File: config.mk
export PLATFORM = sky130hd
export DESIGN_NAME = mem_copy_dma
export DESIGN_NICKNAME = d
export VERILOG_FILES = /design/src/rtl/mem_copy_dma.sv
export SDC_FILE = /design/constraint.sdc
export NUM_CORES = 1
export LEC_CHECK = 0
export BUFFER_PORTS_ARGS = -buffer_cell sky130_fd_sc_hd__buf_2
export CORE_AREA = 4 4 242 149
export DETAILED_ROUTE_END_ITERATION = 8
export DIE_AREA = 0 0 246 153
export GPL_ROUTABILITY_DRIVEN = 1
export GPL_TIMING_DRIVEN = 0
export PLACE_DENSITY = 0.65
export SKIP_LAST_GASP = 1
export SLEW_MARGIN = 20
export SYNTH_ARGS = -nofsm -noshare
export SYNTH_HDL_FRONTEND = slang
export SYNTH_SLANG_ARGS = --single-unit
File: constraint.sdc
create_clock -name clk -period 6.3 [get_ports clk]
set_input_delay 0.63 -clock clk [delete_from_list [all_inputs] [get_ports clk]]
set_output_delay 0.63 -clock clk [all_outputs]
set_load 0.005 [all_outputs]
File: src/rtl/mem_copy_dma.sv
// -----------------------------------------------------------------------------
// mem_copy_dma
//
// Bus initiator that copies a block of 32-bit words from a source address to a
// destination address over the data-RAM port (ce/we/addr/sel/data). It sits
// beside the CPU, and an external arbiter gives it the RAM port while busy=1.
// The RAM returns read data combinationally in the same cycle as ce=1/we=0 and
// commits writes at the clock edge when ce=1/we=1.
//
// Each word takes one READ cycle followed by one WRITE cycle. When the
// destination overlaps the tail of the source (dst above src but inside the
// source block), the copy runs from the highest word downwards so that no
// source word is overwritten before it has been read.
//
// Optional feature, enabled by the macro MEM_COPY_DMA_FILL_EN:
//   adds fill/fill_word. A start with fill=1 skips READ and writes fill_word to
//   len consecutive ascending destination words, one per cycle.
//
// Ports:
//   clk, rst              clock, synchronous active-high reset
//   start                 one-cycle request, sampled only in IDLE
//   abort                 cancels an active transfer (READ/WRITE only)
//   src_addr, dst_addr    byte addresses; bits [1:0] are ignored
//   len                   number of 32-bit words to copy
//   fill, fill_word       (MEM_COPY_DMA_FILL_EN only) fill request and pattern
//   busy                  high from the cycle after start until DONE is left
//   done                  one-cycle pulse in the DONE state
//   words_left            words not yet written
//   ram_ce, ram_we        RAM chip enable / write enable
//   ram_addr, ram_sel     RAM byte address / byte lanes
//   ram_data_o            write data to the RAM
//   ram_data_i            read data from the RAM
// -----------------------------------------------------------------------------
module mem_copy_dma #(
    parameter int ADDR_W = 32,
    parameter int LEN_W  = 16
) (
    input  logic              clk,
    input  logic              rst,
    input  logic              start,
    input  logic              abort,
    input  logic [ADDR_W-1:0] src_addr,
    input  logic [ADDR_W-1:0] dst_addr,
    input  logic [LEN_W-1:0]  len,
`ifdef MEM_COPY_DMA_FILL_EN
    input  logic              fill,
    input  logic [31:0]       fill_word,
`endif
    output logic              busy,
    output logic              done,
    output logic [LEN_W-1:0]  words_left,
    output logic              ram_ce,
    output logic              ram_we,
    output logic [ADDR_W-1:0] ram_addr,
    output logic [3:0]        ram_sel,
    output logic [31:0]       ram_data_o,
    input  logic [31:0]       ram_data_i
);

    // Wide enough that src + 4*len can never wrap in the overlap test.
    localparam int                EXT_W     = ADDR_W + LEN_W + 2;
    localparam logic [ADDR_W-1:0] WORD_MASK = ~ADDR_W'(3);
    localparam logic [ADDR_W-1:0] WORD_STEP = ADDR_W'(4);

    typedef enum logic [1:0] {
        S_IDLE,
        S_READ,
        S_WRITE,
        S_DONE
    } state_e;

    state_e            state_q, state_d;
    logic [ADDR_W-1:0] src_ptr_q, src_ptr_d;
    logic [ADDR_W-1:0] dst_ptr_q, dst_ptr_d;
    logic [LEN_W-1:0]  words_left_q, words_left_d;
    logic [31:0]       data_q, data_d;
    logic              desc_q, desc_d;
    logic              fill_q, fill_d;

    // Fill request as seen at start; tied off in the copy-only build.
    logic        start_fill;
    logic [31:0] start_fill_word;
`ifdef MEM_COPY_DMA_FILL_EN
    assign start_fill      = fill;
    assign start_fill_word = fill_word;
`else
    assign start_fill      = 1'b0;
    assign start_fill_word = '0;
`endif

    // Start-time decode: word-aligned addresses, overlap test, last-word offset.
    logic [ADDR_W-1:0] src_al, dst_al, last_off;
    logic [EXT_W-1:0]  src_ext, dst_ext, span_ext;
    logic [LEN_W-1:0]  len_m1;
    logic              overlap_fwd;

    assign src_al      = src_addr & WORD_MASK;
    assign dst_al      = dst_addr & WORD_MASK;
    assign src_ext     = EXT_W'(src_al);
    assign dst_ext     = EXT_W'(dst_al);
    assign span_ext    = EXT_W'({len, 2'b00});
    assign len_m1      = len - LEN_W'(1);
    assign last_off    = ADDR_W'({len_m1, 2'b00});
    assign overlap_fwd = (dst_ext > src_ext) && (dst_ext < src_ext + span_ext);

    // NOTE: every signal written here gets a default first, so no path through
    // the case statement leaves one unassigned and no latch is inferred.
    always_comb begin
        state_d      = state_q;
        src_ptr_d    = src_ptr_q;
        dst_ptr_d    = dst_ptr_q;
        words_left_d = words_left_q;
        data_d       = data_q;
        desc_d       = desc_q;
        fill_d       = fill_q;
        ram_ce       = 1'b0;
        ram_we       = 1'b0;
        ram_addr     = '0;
        ram_sel      = 4'b0000;
        ram_data_o   = '0;

        unique case (state_q)
            S_IDLE: begin
                if (start) begin
                    words_left_d = len;
                    fill_d       = start_fill;
                    // Fill mode writes data_q without ever reading, so preload it.
                    data_d       = start_fill_word;
                    desc_d       = overlap_fwd && !start_fill;
                    if (overlap_fwd && !start_fill) begin
                        src_ptr_d = src_al + last_off;
                        dst_ptr_d = dst_al + last_off;
                    end else begin
                        src_ptr_d = src_al;
                        dst_ptr_d = dst_al;
                    end
                    if (len == '0) begin
                        state_d = S_DONE;
                    end else if (start_fill) begin
                        state_d = S_WRITE;
                    end else begin
                        state_d = S_READ;
                    end
                end
            end

            S_READ: begin
                ram_ce   = 1'b1;
                ram_sel  = 4'b1111;
                ram_addr = src_ptr_q;
                data_d   = ram_data_i;
                state_d  = abort ? S_IDLE : S_WRITE;
            end

            S_WRITE: begin
                ram_ce       = 1'b1;
                ram_we       = 1'b1;
                ram_sel      = 4'b1111;
                ram_addr     = dst_ptr_q;
                ram_data_o   = data_q;
                // The write commits this edge even if abort is high.
                words_left_d = words_left_q - LEN_W'(1);
                src_ptr_d    = desc_q ? src_ptr_q - WORD_STEP : src_ptr_q + WORD_STEP;
                dst_ptr_d    = desc_q ? dst_ptr_q - WORD_STEP : dst_ptr_q + WORD_STEP;
                if (abort) begin
                    state_d = S_IDLE;
                end else if (words_left_q > LEN_W'(1)) begin
                    state_d = fill_q ? S_WRITE : S_READ;
                end else begin
                    state_d = S_DONE;
                end
            end

            S_DONE: begin
                state_d = S_IDLE;
            end
        endcase
    end

    // NOTE: sequential state uses non-blocking assignments so every register
    // samples the pre-edge values, independent of statement order.
    always_ff @(posedge clk) begin
        if (rst) begin
            state_q      <= S_IDLE;
            src_ptr_q    <= '0;
            dst_ptr_q    <= '0;
            words_left_q <= '0;
            data_q       <= '0;
            desc_q       <= 1'b0;
            fill_q       <= 1'b0;
        end else begin
            state_q      <= state_d;
            src_ptr_q    <= src_ptr_d;
            dst_ptr_q    <= dst_ptr_d;
            words_left_q <= words_left_d;
            data_q       <= data_d;
            desc_q       <= desc_d;
            fill_q       <= fill_d;
        end
    end

    assign busy       = (state_q != S_IDLE);
    assign done       = (state_q == S_DONE);
    assign words_left = words_left_q;

endmodule

# Word level (Yosys, flattened, before mapping)
# Cells that the tools add are included.
totals:
  register_bits: 115
  inputBits: 116
  output_inout_bits: 88
  wordCells: 55
classes:
  add_sub_neg: 9
  n_lt_le_gt_ge: 3
  eq_ne: 4
  mux: 23
  n_reduce_logical: 10
op_table:
  columns: ["op", "n"]
  rows:
  - ["$mux W32", 8]
  - ["$pmux W32 S2", 4]
  - ["$add A32 B18 Y32", 2]
  - ["$add A32 B3 Y32 const B", 2]
  - ["$sub A32 B3 Y32 const B", 2]
  - ["$add A32 B18 Y33", 1]
  - ["$lt A32 B33 Y1", 1]
  - ["$gt A32 B32 Y1", 1]
  - ["$pmux W16 S2", 1]
  - ["$sub A16 B1 Y16 const B", 2]
  - ["$gt A16 B1 Y1 const B", 1]
  - ["$logic_not A16 Y1", 1]
  - ["$mux W16", 1]
  - ["$mux W2", 5]
  - ["$pmux W2 S4", 1]
  - ["$reduce_and A2 Y1", 3]
  - ["$reduce_bool A2 Y1", 3]
  - ["$eq A2 B2 Y1 const B", 2]
  - ["$mux W4", 1]
  - ["$eq A2 B1 Y1 const B", 1]
  - ["$logic_not A2 Y1", 1]
  - ["$mux W1", 2]
  - ["$ne A2 B2 Y1 const B", 1]
  - ["$reduce_or A2 Y1", 1]
  - ["$logic_and A1 B1 Y1", 1]

# Logic depth before layout (Yosys ltp)
# Gate-level depths: netlist of run 1.
logic_depth:
  depth_word: 6
  mapped_depth: 24
  depth_no_buf: 22

# Worst setup path before layout of run 1
# Ideal clock, no wire load.
synth_path:
  path_kind: "in2reg"
  startpoint: "in src_addr[3]"
  endpoint: "reg dst_ptr_q[25]"
  setup_ns: 0.103
  arrival_ns: 4.829
  t_required_ns: 6.197
  slack_ns: 1.368
  cell_stages: 22
  n_path_buf: 1
  path_cell_list: "ha_1 -> a21o_1 -> a21oi_1 -> o21ai_1 -> o21ai_0 -> o211ai_1 -> a211o_1 -> a21o_1 -> a21oi_2 -> nor2_1 -> xnor2_1 -> ha_1 -> a21oi_1 -> o21ai_1 -> a221o_1 -> o2111ai_2 -> a22o_4 -> nand2_4 -> buf_8 -> nor4_2 -> xnor2_1 -> a2111oi_2"
synth_via:
  elab_chain_len: 6
  word_cells_on_any_way: 7
  cone_classes: "add/sub: 1; order compare: 2; mux: 3; reduce/logical: 1"
synth_lines:
  columns: ["element", "line_no", "text"]
  rows:
  - ["from (decl)", "42", "input logic [ADDR_W-1:0] src_addr,"]
  - ["$add A32 B18 Y33", "104", "assign overlap_fwd = (dst_ext > src_ext) && (dst_ext < src_ext + span_ext);"]
  - ["$lt A32 B33 Y1", "104", null]
  - ["$logic_and A1 B1 Y1 *", "104", null]
  - ["$mux W32 *", "130", "if (overlap_fwd && !start_fill) begin"]
  - ["$mux W32 *", "124", "if (start) begin"]
  - ["$pmux W32 S2 *", "122", "unique case (state_q)"]
  - ["to (signal assigned)", "194", "dst_ptr_q <= dst_ptr_d;"]
  - ["to (decl)", "74", "logic [ADDR_W-1:0] dst_ptr_q, dst_ptr_d;"]
# Mark *: on every way between the ends. The rest lies on a longest branch, timed or not. The select of a mux whose other input is x is not followed.
# A chain may end at the register's enable or synchronous reset.

# Worst setup path after layout of run 1
layout_path:
  startpoint: "in len[1]"
  endpoint: "reg dst_ptr_q[11]"
layout_via:
  elab_chain_len: 6
  word_cells_on_any_way: 8
  cone_classes: "add/sub: 3; order compare: 1; mux: 3; reduce/logical: 1"
layout_lines:
  columns: ["element", "line_no", "text"]
  rows:
  - ["from (decl)", "44", "input logic [LEN_W-1:0] len,"]
  - ["$add A32 B18 Y33", "104", null]
  - ["$lt A32 B33 Y1", "104", null]
  - ["$logic_and A1 B1 Y1", "104", null]
  - ["$mux W32 *", "130", null]
  - ["$mux W32 *", "124", null]
  - ["$pmux W32 S2 *", "122", null]
# Marks and branches as above.

==> results_dict.tcl, run 1 <==
set metrics [dict create \
    rrSetupSlack_ns 1.74 \
    hold_class "reg2reg" \
    ir_drop_uv 140 \
    slew_headroom_pct 30.7 \
    setup_violations 0 \
    multi_input_area_sq_um 10200 \
    fin_ws_ns 0.380 \
    max_stage_delay_ns 0.62 \
    final_antenna_net_count 0 \
    synth_edf_count 0 \
    start_util_pct 38.9 \
    tightest_slew_ns 1.04 \
    cts-htree-levels 3 \
    fp.dieW_microns 246 \
    grtUsageTotal_pct 26.4 \
    avgSynthCellArea_sq_um 7.65 \
    diodes 0 \
    core_region_area_sq_um 33600 \
    netlist_area_sq_um 13100 \
    drc 0 \
    drt_iter0_drc 1953 \
    critPathCaptureType "register" \
    insertion_delay_ns 0.38 \
    routed_wirelength_microns 51900 \
    syn_inst 1712 \
    p_comb_share_pct 43.4 \
    power_switching_mw 1.08 \
    dr.pass1.iters 6 \
    sw_frac_of_total_pct 42.5 \
    cts_buffer_depth 2 \
    place_ws_ns 0.0905 \
    dp_cells 2366 \
    p_per_area_nw_per_um2 171 \
    die_h_microns 153 \
    min_period_ns 5.92 \
    via_per_inst 6.04 \
    seq_power_share_pct 32.5 \
    cts_setup_buffers 0 \
    finalMaxSlewViolations 0 \
    final_cells 2382 \
    place_congestion 1.01 \
    min_path_cells 2 \
    ys_ff_latch 111 \
    antenna_found_initial 0 \
    finalNetCount 2209 \
    fill_cells 3415 \
    p_leak_nw 6.65 \
    grt_pass1_vias 13300 \
    cp.arrival_ns 6.19 \
    p_clk_share_pct 24.1 \
    io_pins 204 \
    async_flop_share_pct 0 \
    fin_crit_sh_pct 94.0 \
    root_buffer "clkbuf_16" \
    postCtsHoldBufs 0 \
    whs_ns 0.499 \
    worstPathRequired_ns 6.57 \
    wire_per_inst_microns 21.8 \
    dominantRegCellSynth "dfxtp_1" \
    crit_path_max_fanout 10 \
    ys_seq_area_share_pct 17.0 \
    reg2reg_depth 11 \
    yosysWarnings 0 \
    die_area_sq_um 37600 \
    grt_max_degree 59 \
    startpoint_type "input port" \
    drv_cap 0 \
    outcome "complete, no violations" \
    cts_tree "built" \
    overflow 0 \
    internal-power_mw 1.47 \
    critPathKind "in2reg" \
    hold_viol_final 0 \
    fin_skew_ns 0.0157 \
    crit_slowest_cell "mux2i_1" \
    area_growth_syn_to_layout_pct 14.2 \
    grt_setup_unrepaired "no" \
    synth_cell_type_count 90 \
    vias 14400 \
    grt_first_pass_wirelength_microns 78500 \
    std_cell_rows 52 \
    clk_pin_slew_ns 0.08 \
    cts.sinks 111 \
    io_buffers 194 \
    fin_setup_tns_ns 0 \
    numCtsBuffers 9 \
    fmax_mhz 169 \
    drive_above_1_share_pct 13.5 \
    regArea_sq_um 2230 \
    dp_hpwl_microns 41700 \
]
## cell type report
class	count	area share [%]
buffer	84	2.62
multi-input combinational	1448	68.3
sequential	111	14.9
clock buffer	9	1.51
timing repair buffer	194	6.49
inverter	70	1.76
tap	459	3.84
clock inverter	7	0.561
## worst paths after layout
check             start       endpoint
min          data_q[15]     data_q[15]
max              len[1]  dst_ptr_q[11]
max reg2reg      desc_q  dst_ptr_q[30]
min reg2reg  data_q[15]     data_q[15]
## critical path, delay by kind of cell
family,cells,cell delay (ns)
muxes,1,0.62
adders and majority gates,2,0.57
AOI/OAI and AO/OA,14,3.11
buffers and inverters,3,0.55
and+or+nand+nor,4,0.53
xor gates and xnor gates,1,0.16
## logic make-up (layout without fill, tap and decap cells)
logic type / count (synthesis) / after routing / share of synthesized area (%)
AO/OA/AOI/OAI: 590 / 590 / 30.4
AND/OR/NAND/NOR: 522 / 522 / 19.6
adder cells (fa/ha/maj): 175 / 175 / 17.0
buffers and inverters: 154 / 364 / 5.00
XOR/XNOR: 134 / 134 / 8.97
flip-flops: 111 / 111 / 17.0
multiplexers: 25 / 25 / 1.98
other: 1 / 2 / 0.0286
## cell usage after synthesis, drive strengths merged (50+ instances only)
| cell | number | area share (%) |
|---|---|---|
| a21oi | 157 | 6.1 |
| nor2 | 148 | 4.2 |
| ha | 170 | 16 |
| a21o | 51 | 2.9 |
| xnor2 | 94 | 6.3 |
| clkbuf | 68 | 2.0 |
| inv | 69 | 2.0 |
| nand2 | 122 | 3.6 |
| nor3 | 50 | 2.0 |
| dfxtp | 111 | 17 |
| a22oi | 74 | 4.2 |
| o21ai | 105 | 4.0 |
## cells in the final DEF (no fill, tap or decap), types with 15 or more instances in the layout
cell and n:
a21o_1 51, o21a_1 18, nand4_1 20, nor3_1 48
o21ai_1 23, xor2_1 40, and2_1 35, nand2b_1 15
ha_1 170, a211oi_1 30, nand3_1 33, or3_1 16
dfxtp_1 110, a22oi_1 74, clkbuf_1 67, nand2_1 121
xnor2_1 94, nor2b_1 39, inv_1 69, buf_2 196
o21ai_0 82, nor2_1 148, mux2i_1 18, a21oi_1 155
## metal layers
metal	global-route usage [%]	vias to the layer above	share of wire (%)
met5	0	-	0
met4	4.91	0	2.0
met3	7.20	86	12
met2	37.8	753	40
met1	39.6	6769	46
li1	-	6777	-
## flip-flops by register name, summed over array words and instances (netlist names)
| register | cells |
|---|---|
| state_q | 2 |
| words_left | 16 |
| dst_ptr_q | 30 |
| desc_q | 1 |
| data_q | 32 |
| src_ptr_q | 30 |
## metrics by stage
step                      total power [mW]  cell area (sq um)  util [%]
after CTS                             2.52              15000      44.5
after global placement                1.88              14600      43.5
after detailed placement              1.91              14600      43.5
final                                 2.55              15000      44.5
after global routing                  2.69              15000      44.5
after floorplan                       1.55              13100         -
## repair_timing
item	in CTS	in global routing
gates resized for setup	0	1
setup endpoints to repair	0	1
hold endpoints to repair	0	0
## power groups by stage
| stage | clock [mW] | combinational, mW | sequential (mW) |
|---|---|---|---|
| floorplan | 0 | 0.736 | 0.813 |
| global placement | 0 | 1.04 | 0.839 |
| detailed placement | 0 | 1.07 | 0.840 |
| CTS | 0.619 | 1.08 | 0.824 |
| global route | 0.647 | 1.21 | 0.833 |
| finish | 0.615 | 1.11 | 0.828 |
Power figures use the tool's default switching activity.
==> inputs of run 2 (changes only) <==
--- a/config.mk
+++ b/config.mk
@@ -5,13 +5,13 @@
 export SDC_FILE = /design/constraint.sdc
 export NUM_CORES = 1
 export LEC_CHECK = 0
-export BUFFER_PORTS_ARGS = -buffer_cell sky130_fd_sc_hd__buf_2
 export CORE_AREA = 4 4 242 149
 export DETAILED_ROUTE_END_ITERATION = 8
 export DIE_AREA = 0 0 246 153
+export DONT_BUFFER_PORTS = 1
 export GPL_ROUTABILITY_DRIVEN = 1
 export GPL_TIMING_DRIVEN = 0
-export PLACE_DENSITY = 0.65
+export PLACE_DENSITY = 0.6
 export SKIP_LAST_GASP = 1
 export SLEW_MARGIN = 20
 export SYNTH_ARGS = -nofsm -noshare
==> run 2 against run 1 <==
  * Critical path depth decreased by 2
  * Die area is the same
  * First-iteration DRC count shrank 7.0%
  * Utilization decreased by 2.9 points
  * Sequential cell count is the same
  * Global-route usage decreased by 0.32 points
  * Clock power is essentially flat
==> results_dict.tcl, run 2 (synthesized netlist as in run 1, its figures left out) <==
set metrics [dict create \
    outcome "complete, no violations" \
    layout_common_cells "ha_1 (170), a21oi_1 (155), nor2_1 (148)" \
    regMostFlops "data_q" \
    dr.pass1.iters 6 \
    grt_pass1_vias 12500 \
    place_congestion 0.974 \
    numCtsBuffers 9 \
    fill_cells 3471 \
    rr_endpoint "src_ptr_q[28]" \
    area_growth_syn_to_layout_pct 6.78 \
    p_leak_nw 5.76 \
    core_region_area_sq_um 33600 \
    grt_max_degree 59 \
    critPathKind "in2reg" \
    min_path_cells 2 \
    start_util_pct 38.9 \
    grtUsageTotal_pct 26.1 \
    grt_first_pass_wirelength_microns 76800 \
    grt_use_met2_pct 37.0 \
    p_per_area_nw_per_um2 175 \
    fmax_mhz 167 \
    insertion_delay_ns 0.37 \
    final_antenna_net_count 0 \
    root_buffer "clkbuf_16" \
    fin_util_pct 41.6 \
    fin_crit_sh_pct 95.2 \
    vias 13600 \
    die_h_microns 153 \
    min_period_ns 6.00 \
    std_cell_rows 52 \
    tightest_slew_ns 1.19 \
    r2r-start "desc_q" \
    io_buffers 0 \
    routed_wirelength_microns 51200 \
    fin_ws_ns 0.300 \
    top_usage_layer "met1" \
    drv_cap 0 \
    overflow 0 \
    via_per_inst 6.22 \
    final_common_cell "ha_1" \
    min_from "ram_data_i[24]" \
    slew_headroom_pct 20.2 \
    ir_drop_uv 139 \
    cts-resized-gates 0 \
    startpoint_type "input port" \
    cts_buffer_depth 2 \
    rrSetupSlack_ns 1.68 \
    cts.sinks 111 \
    fp.dieW_microns 246 \
    dp_cells 2172 \
    multi_input_area_sq_um 10200 \
    crit_path_max_fanout 10 \
    grt_setup_unrepaired "no" \
    antenna_found_initial 1 \
    diodes 0 \
    hold_class "in2reg" \
    final_cells 2187 \
    wire_per_inst_microns 23.4 \
    place_ws_ns 0.165 \
    finalMaxSlewViolations 0 \
    finalNetCount 2015 \
    hold_viol_final 0 \
    largestRegisters "data_q x32, dst_ptr_q x30, src_ptr_q x30" \
    largest_register_ffs 32 \
    drt_iter0_drc 1816 \
    dp_hpwl_microns 41200 \
    die_area_sq_um 37600 \
    critPathCaptureType "register" \
    drc 0 \
    use_met1_pct 38.4 \
    io_pins 204 \
    cts-htree-levels 3 \
    setup_violations 0 \
    regArea_sq_um 2230 \
    fin_skew_ns 0.0117 \
    cts_setup_buffers 0 \
    clk_pin_slew_ns 0.08 \
    reg2reg_depth 12 \
    hold_end "data_q[24]" \
    cp.arrival_ns 6.19 \
    worstPathRequired_ns 6.49 \
    grtUsageMet3_pct 8.40 \
    cts_tree "built" \
    drive_above_1_share_pct 3.76 \
    postCtsHoldBufs 0 \
]
[run 2: changes by cell type in the layout (fill, tap and decap cells not counted), sizes merged]
cell / before / now
buf: 210 / 16
inv: 73 / 71
bufinv: 0 / 1
clkbuf: 77 / 78
clkinv: 4 / 3
[run 2: cell type report]
cell class | count | area share, %
Clock buffer | 10 | 1.71
Sequential cell | 111 | 15.9
Multi-Input combinational cell | 1448 | 73.1
Inverter | 70 | 1.88
Clock inverter | 5 | 0.465
Buffer | 84 | 2.80
Tap cell | 459 | 4.11
[run 2: worst max path at each step]
stage | from | end | slack (ns) | cells after the start
after floorplan | src_addr[3] | dst_ptr_q[25] | 1.37 | 22
after global placement | desc_q | src_ptr_q[28] | -0.004 | 12
after detailed placement | src_addr[3] | src_ptr_q[16] | 0.17 | 23
after CTS | src_addr[3] | src_ptr_q[16] | 0.53 | 23
after global routing | src_addr[2] | src_ptr_q[16] | 0.05 | 23
final | src_addr[3] | src_ptr_q[16] | 0.30 | 23
[run 2: through the flow]
step	hold slack (ns)	power [mW]	setup TNS [ns]	cell area, sq um
4_1_cts	0.426	2.43	0	14000
3_3_place_gp	0.470	1.80	-0.00434	13700
2_1_floorplan	0.453	1.55	0	13100
5_1_grt	0.435	2.59	0	14000
6_report	0.426	2.45	0	14000
3_5_place_dp	0.475	1.82	0	13700
[run 2: worst max-delay path, stage by stage]
cell and delay, ns:
ha_1 0.27, a21o_1 0.16, a21oi_1 0.22, o21ai_1 0.12
o21ai_0 0.35, o211ai_1 0.24, a211o_1 0.31, a21o_1 0.21
a21oi_2 0.37, nor2_1 0.11, xnor2_1 0.16, ha_1 0.31
nand4_1 0.07, nor2_1 0.25, o211ai_1 0.15, a21oi_1 0.33
o2111ai_2 0.16, a22o_4 0.30, nand2_4 0.09, buf_6 0.16
nor2_1 0.06, a2111oi_1 1.03, a2111oi_1 0.12
[run 2: metal layers]
| metal | vias to the layer above | routed length (microns) |
|---|---|---|
| met4 | 0 | 1050 |
| met3 | 65 | 6340 |
| met1 | 6428 | 23600 |
| li1 | 6381 | - |
| met2 | 725 | 20200 |
| met5 | - | 0 |
[run 2: power breakdown]
group / total (mW) / internal [mW] / switching (mW)
Sequential: 0.832 / 0.757 / 0.0753
Combinational: 1.01 / 0.391 / 0.617
Clock: 0.613 / 0.323 / 0.290
Total: 2.45 / 1.47 / 0.983
==> inputs of run 3 (changes only) <==
--- a/config.mk
+++ b/config.mk
@@ -5,9 +5,11 @@
 export SDC_FILE = /design/constraint.sdc
 export NUM_CORES = 1
 export LEC_CHECK = 0
-export CORE_AREA = 4 4 242 149
+export ABC_AREA = 1
+export CAP_MARGIN = 10
+export CORE_AREA = 2 2 262 161
 export DETAILED_ROUTE_END_ITERATION = 8
-export DIE_AREA = 0 0 246 153
+export DIE_AREA = 0 0 264 163
 export DONT_BUFFER_PORTS = 1
 export GPL_ROUTABILITY_DRIVEN = 1
 export GPL_TIMING_DRIVEN = 0
==> run 3 against run 2 <==
  * Die area is 14% higher
  * Critical path depth is 5 lower
  * Combinational power rose by 43%
  * Final cell count grew 50%
  * Worst hold slack lost 0.027 ns
  * Sequential power rose by 2%
  * Fmax rose by 10%
  * Critical path type unchanged
==> results_dict.tcl, run 3 <==
set metrics [dict create \
    crit_slowest_cell "a31oi_1" \
    critPathKind "in2reg" \
    avgSynthCellArea_sq_um 5.75 \
    hold_end "data_q[30]" \
    place_congestion 1.03 \
    p_per_area_nw_per_um2 176 \
    fin_crit_sh_pct 86.3 \
    dr.pass1.iters 6 \
    grt_max_degree 61 \
    fp.dieW_microns 264 \
    syn_inst 2723 \
    grt_setup_unrepaired "no" \
    regMostFlops "data_q" \
    cts_tree "built" \
    outcome "complete, no violations" \
    overflow 0 \
    cp.arrival_ns 5.76 \
    worstPathRequired_ns 6.63 \
    via_per_inst 5.71 \
    netlist_top_cells_area "nand2_1 (20%), dfxtp_1 (14%), ha_1 (14%), a21oi_1 (9.3%), inv_1 (7.9%)" \
    crit_path_max_fanout 10 \
    insertion_delay_ns 0.40 \
    synth_area_leader_cell "nand2_1" \
    tightest_slew_ns 1.17 \
    numCtsBuffers 9 \
    wire_per_inst_microns 21.6 \
    drive_above_1_share_pct 2.23 \
    total_power_mw 2.92 \
    hold_viol_final 0 \
    grt_pass1_vias 16300 \
    routed_wirelength_microns 71000 \
    async_flop_share_pct 0 \
    min_period_ns 5.43 \
    max_stage_delay_ns 0.57 \
    vias 18700 \
    hold_class "in2reg" \
    dominantRegCellSynth "dfxtp_1" \
    ys_seq_area_share_pct 14.2 \
    finalNetCount 3026 \
    r2r-start "desc_q" \
    fill_cells 4596 \
    seq_power_share_pct 29.0 \
    area_growth_syn_to_layout_pct 6.35 \
    ir_drop_uv 124 \
    diodes 0 \
    cts.sinks 111 \
    layout_common_cells "nand2_1 (822), inv_1 (328), a21oi_1 (291)" \
    ys_ff_latch 111 \
    grtUsageTotal_pct 31.9 \
    min_path_cells 2 \
    reg2reg_depth 14 \
    synth_common_cells "nand2_1 (822), inv_1 (328), a21oi_1 (291)" \
    yosysWarnings 0 \
    internal-power_mw 1.51 \
    drv_cap 0 \
    setup_violations 0 \
    p_leak_nw 8.30 \
    io_pins 204 \
    start_util_pct 38.2 \
    cts-resized-gates 0 \
    finalMaxSlewViolations 0 \
    synth_edf_count 0 \
    largest_register_ffs 32 \
    grt_first_pass_wirelength_microns 103000 \
    rr_endpoint "src_ptr_q[24]" \
    std_cell_rows 58 \
    dp_hpwl_microns 59900 \
    cts_buffer_depth 2 \
    cts-htree-levels 3 \
    rrSetupSlack_ns 2.33 \
    slew_headroom_pct 22.0 \
    core_region_area_sq_um 40900 \
    startpoint_type "input port" \
    synth_top_area_share_pct 19.7 \
    final_cells 3280 \
    power_switching_mw 1.41 \
    die_h_microns 163 \
    postCtsHoldBufs 0 \
    final_common_cell "nand2_1" \
    p_clk_share_pct 21.6 \
    path_cells "ha_1 > nand4_1 > nor3_1 > nand4_1 > a31oi_1 > xor2_1 > ha_1 > nand2_1 > nor2_1 > nand4_1 > nor3_1 > nand4_4 > nand3_4 > buf_2 > nand2_1 > o21ai_1 > nand2_1 > a21oi_1" \
    io_buffers 0 \
    drt_iter0_drc 2277 \
    min_from "ram_data_i[30]" \
    synth.most_common_cell "nand2_1" \
    fin_skew_ns 0.0113 \
    clk_pin_slew_ns 0.09 \
    largestRegisters "data_q x32, dst_ptr_q x30, src_ptr_q x30" \
    fmax_mhz 184 \
    netlist_area_sq_um 15700 \
    critPathCaptureType "register" \
    sw_frac_of_total_pct 48.3 \
    drc 0 \
    cts_setup_buffers 0 \
    fin_setup_tns_ns 0 \
    antenna_found_initial 0 \
    final_antenna_net_count 0 \
    synth_cell_type_count 50 \
    p_comb_share_pct 49.3 \
    dp_cells 3264 \
    die_area_sq_um 43000 \
    root_buffer "clkbuf_16" \
]
## run 3: cell count changes in the layout (fill, tap and decap cells not counted), sizes merged, moves of 74 or more
cell   before  now
nand2     122  826
inv        71  333
nand3      33  174
a21oi     157  293
nor2      148  234
a22oi      74    0
## run 3: cell type report
type                       instances  area (sq um)  area share (%)
multi-input combinational       2189         11800            70.7
sequential                       111          2230            13.4
inverter                         331          1240            7.46
tap                              540           676            4.06
buffer                            93           415            2.50
clock buffer                      10           239            1.44
clock inverter                     6          72.6           0.436
## run 3: per-stage QoR
stage                     utilization (%)  worst slack [ns]  area, sq um  hold slack, ns
after floorplan                         -              2.43        15700           0.463
after global placement               39.9             0.884        16300           0.482
after detailed placement             39.9             0.881        16300           0.492
after CTS                            40.7              1.26        16600           0.393
after global routing                 40.7             0.796        16600           0.391
final                                40.7             0.866        16600           0.399
## run 3: layer usage
metal	track usage [%]	wire length, microns	vias to the layer above
met5	0	0	-
met4	2.43	322	0
met3	9.16	8830	25
met2	41.9	26300	976
met1	51.1	35600	8752
li1	-	-	8987
## run 3: critical path, delay by kind of cell
kind            cells  cell delay (ns)
buf+inv             1             0.34
simple gates       11             3.07
compound gates      3             0.89
xor+xnor            1             0.14
fa+ha+maj           2             0.68
## run 3: kinds of logic after synthesis
logic type      count (synthesis)  synth area share [%]
compound gates                565                  19.7
buf+inv                       424                  10.6
xor+xnor                       98                  5.48
simple gates                 1349                  35.7
other cells                     1                0.0240
flops                         111                  14.2
fa+ha+maj                     175                  14.2
## run 3: how the worst max path moves through the flow
stage | startpoint | slack [ns] | endpoint
final | src_addr[13] | 0.87 | dst_ptr_q[15]
after global routing | src_addr[12] | 0.80 | dst_ptr_q[13]
after CTS | src_addr[13] | 1.26 | dst_ptr_q[14]
after detailed placement | src_addr[13] | 0.88 | dst_ptr_q[14]
after global placement | src_addr[12] | 0.88 | dst_ptr_q[14]
after floorplan | src_addr[2] | 2.43 | dst_ptr_q[29]
## run 3: power by group through the flow
stage | logic [mW] | clock network [mW] | registers, mW
2_1_floorplan | 0.986 | 0 | 0.832
3_3_place_gp | 1.38 | 0 | 0.860
5_1_grt | 1.58 | 0.658 | 0.857
6_report | 1.44 | 0.632 | 0.848
4_1_cts | 1.40 | 0.631 | 0.846
3_5_place_dp | 1.39 | 0 | 0.862
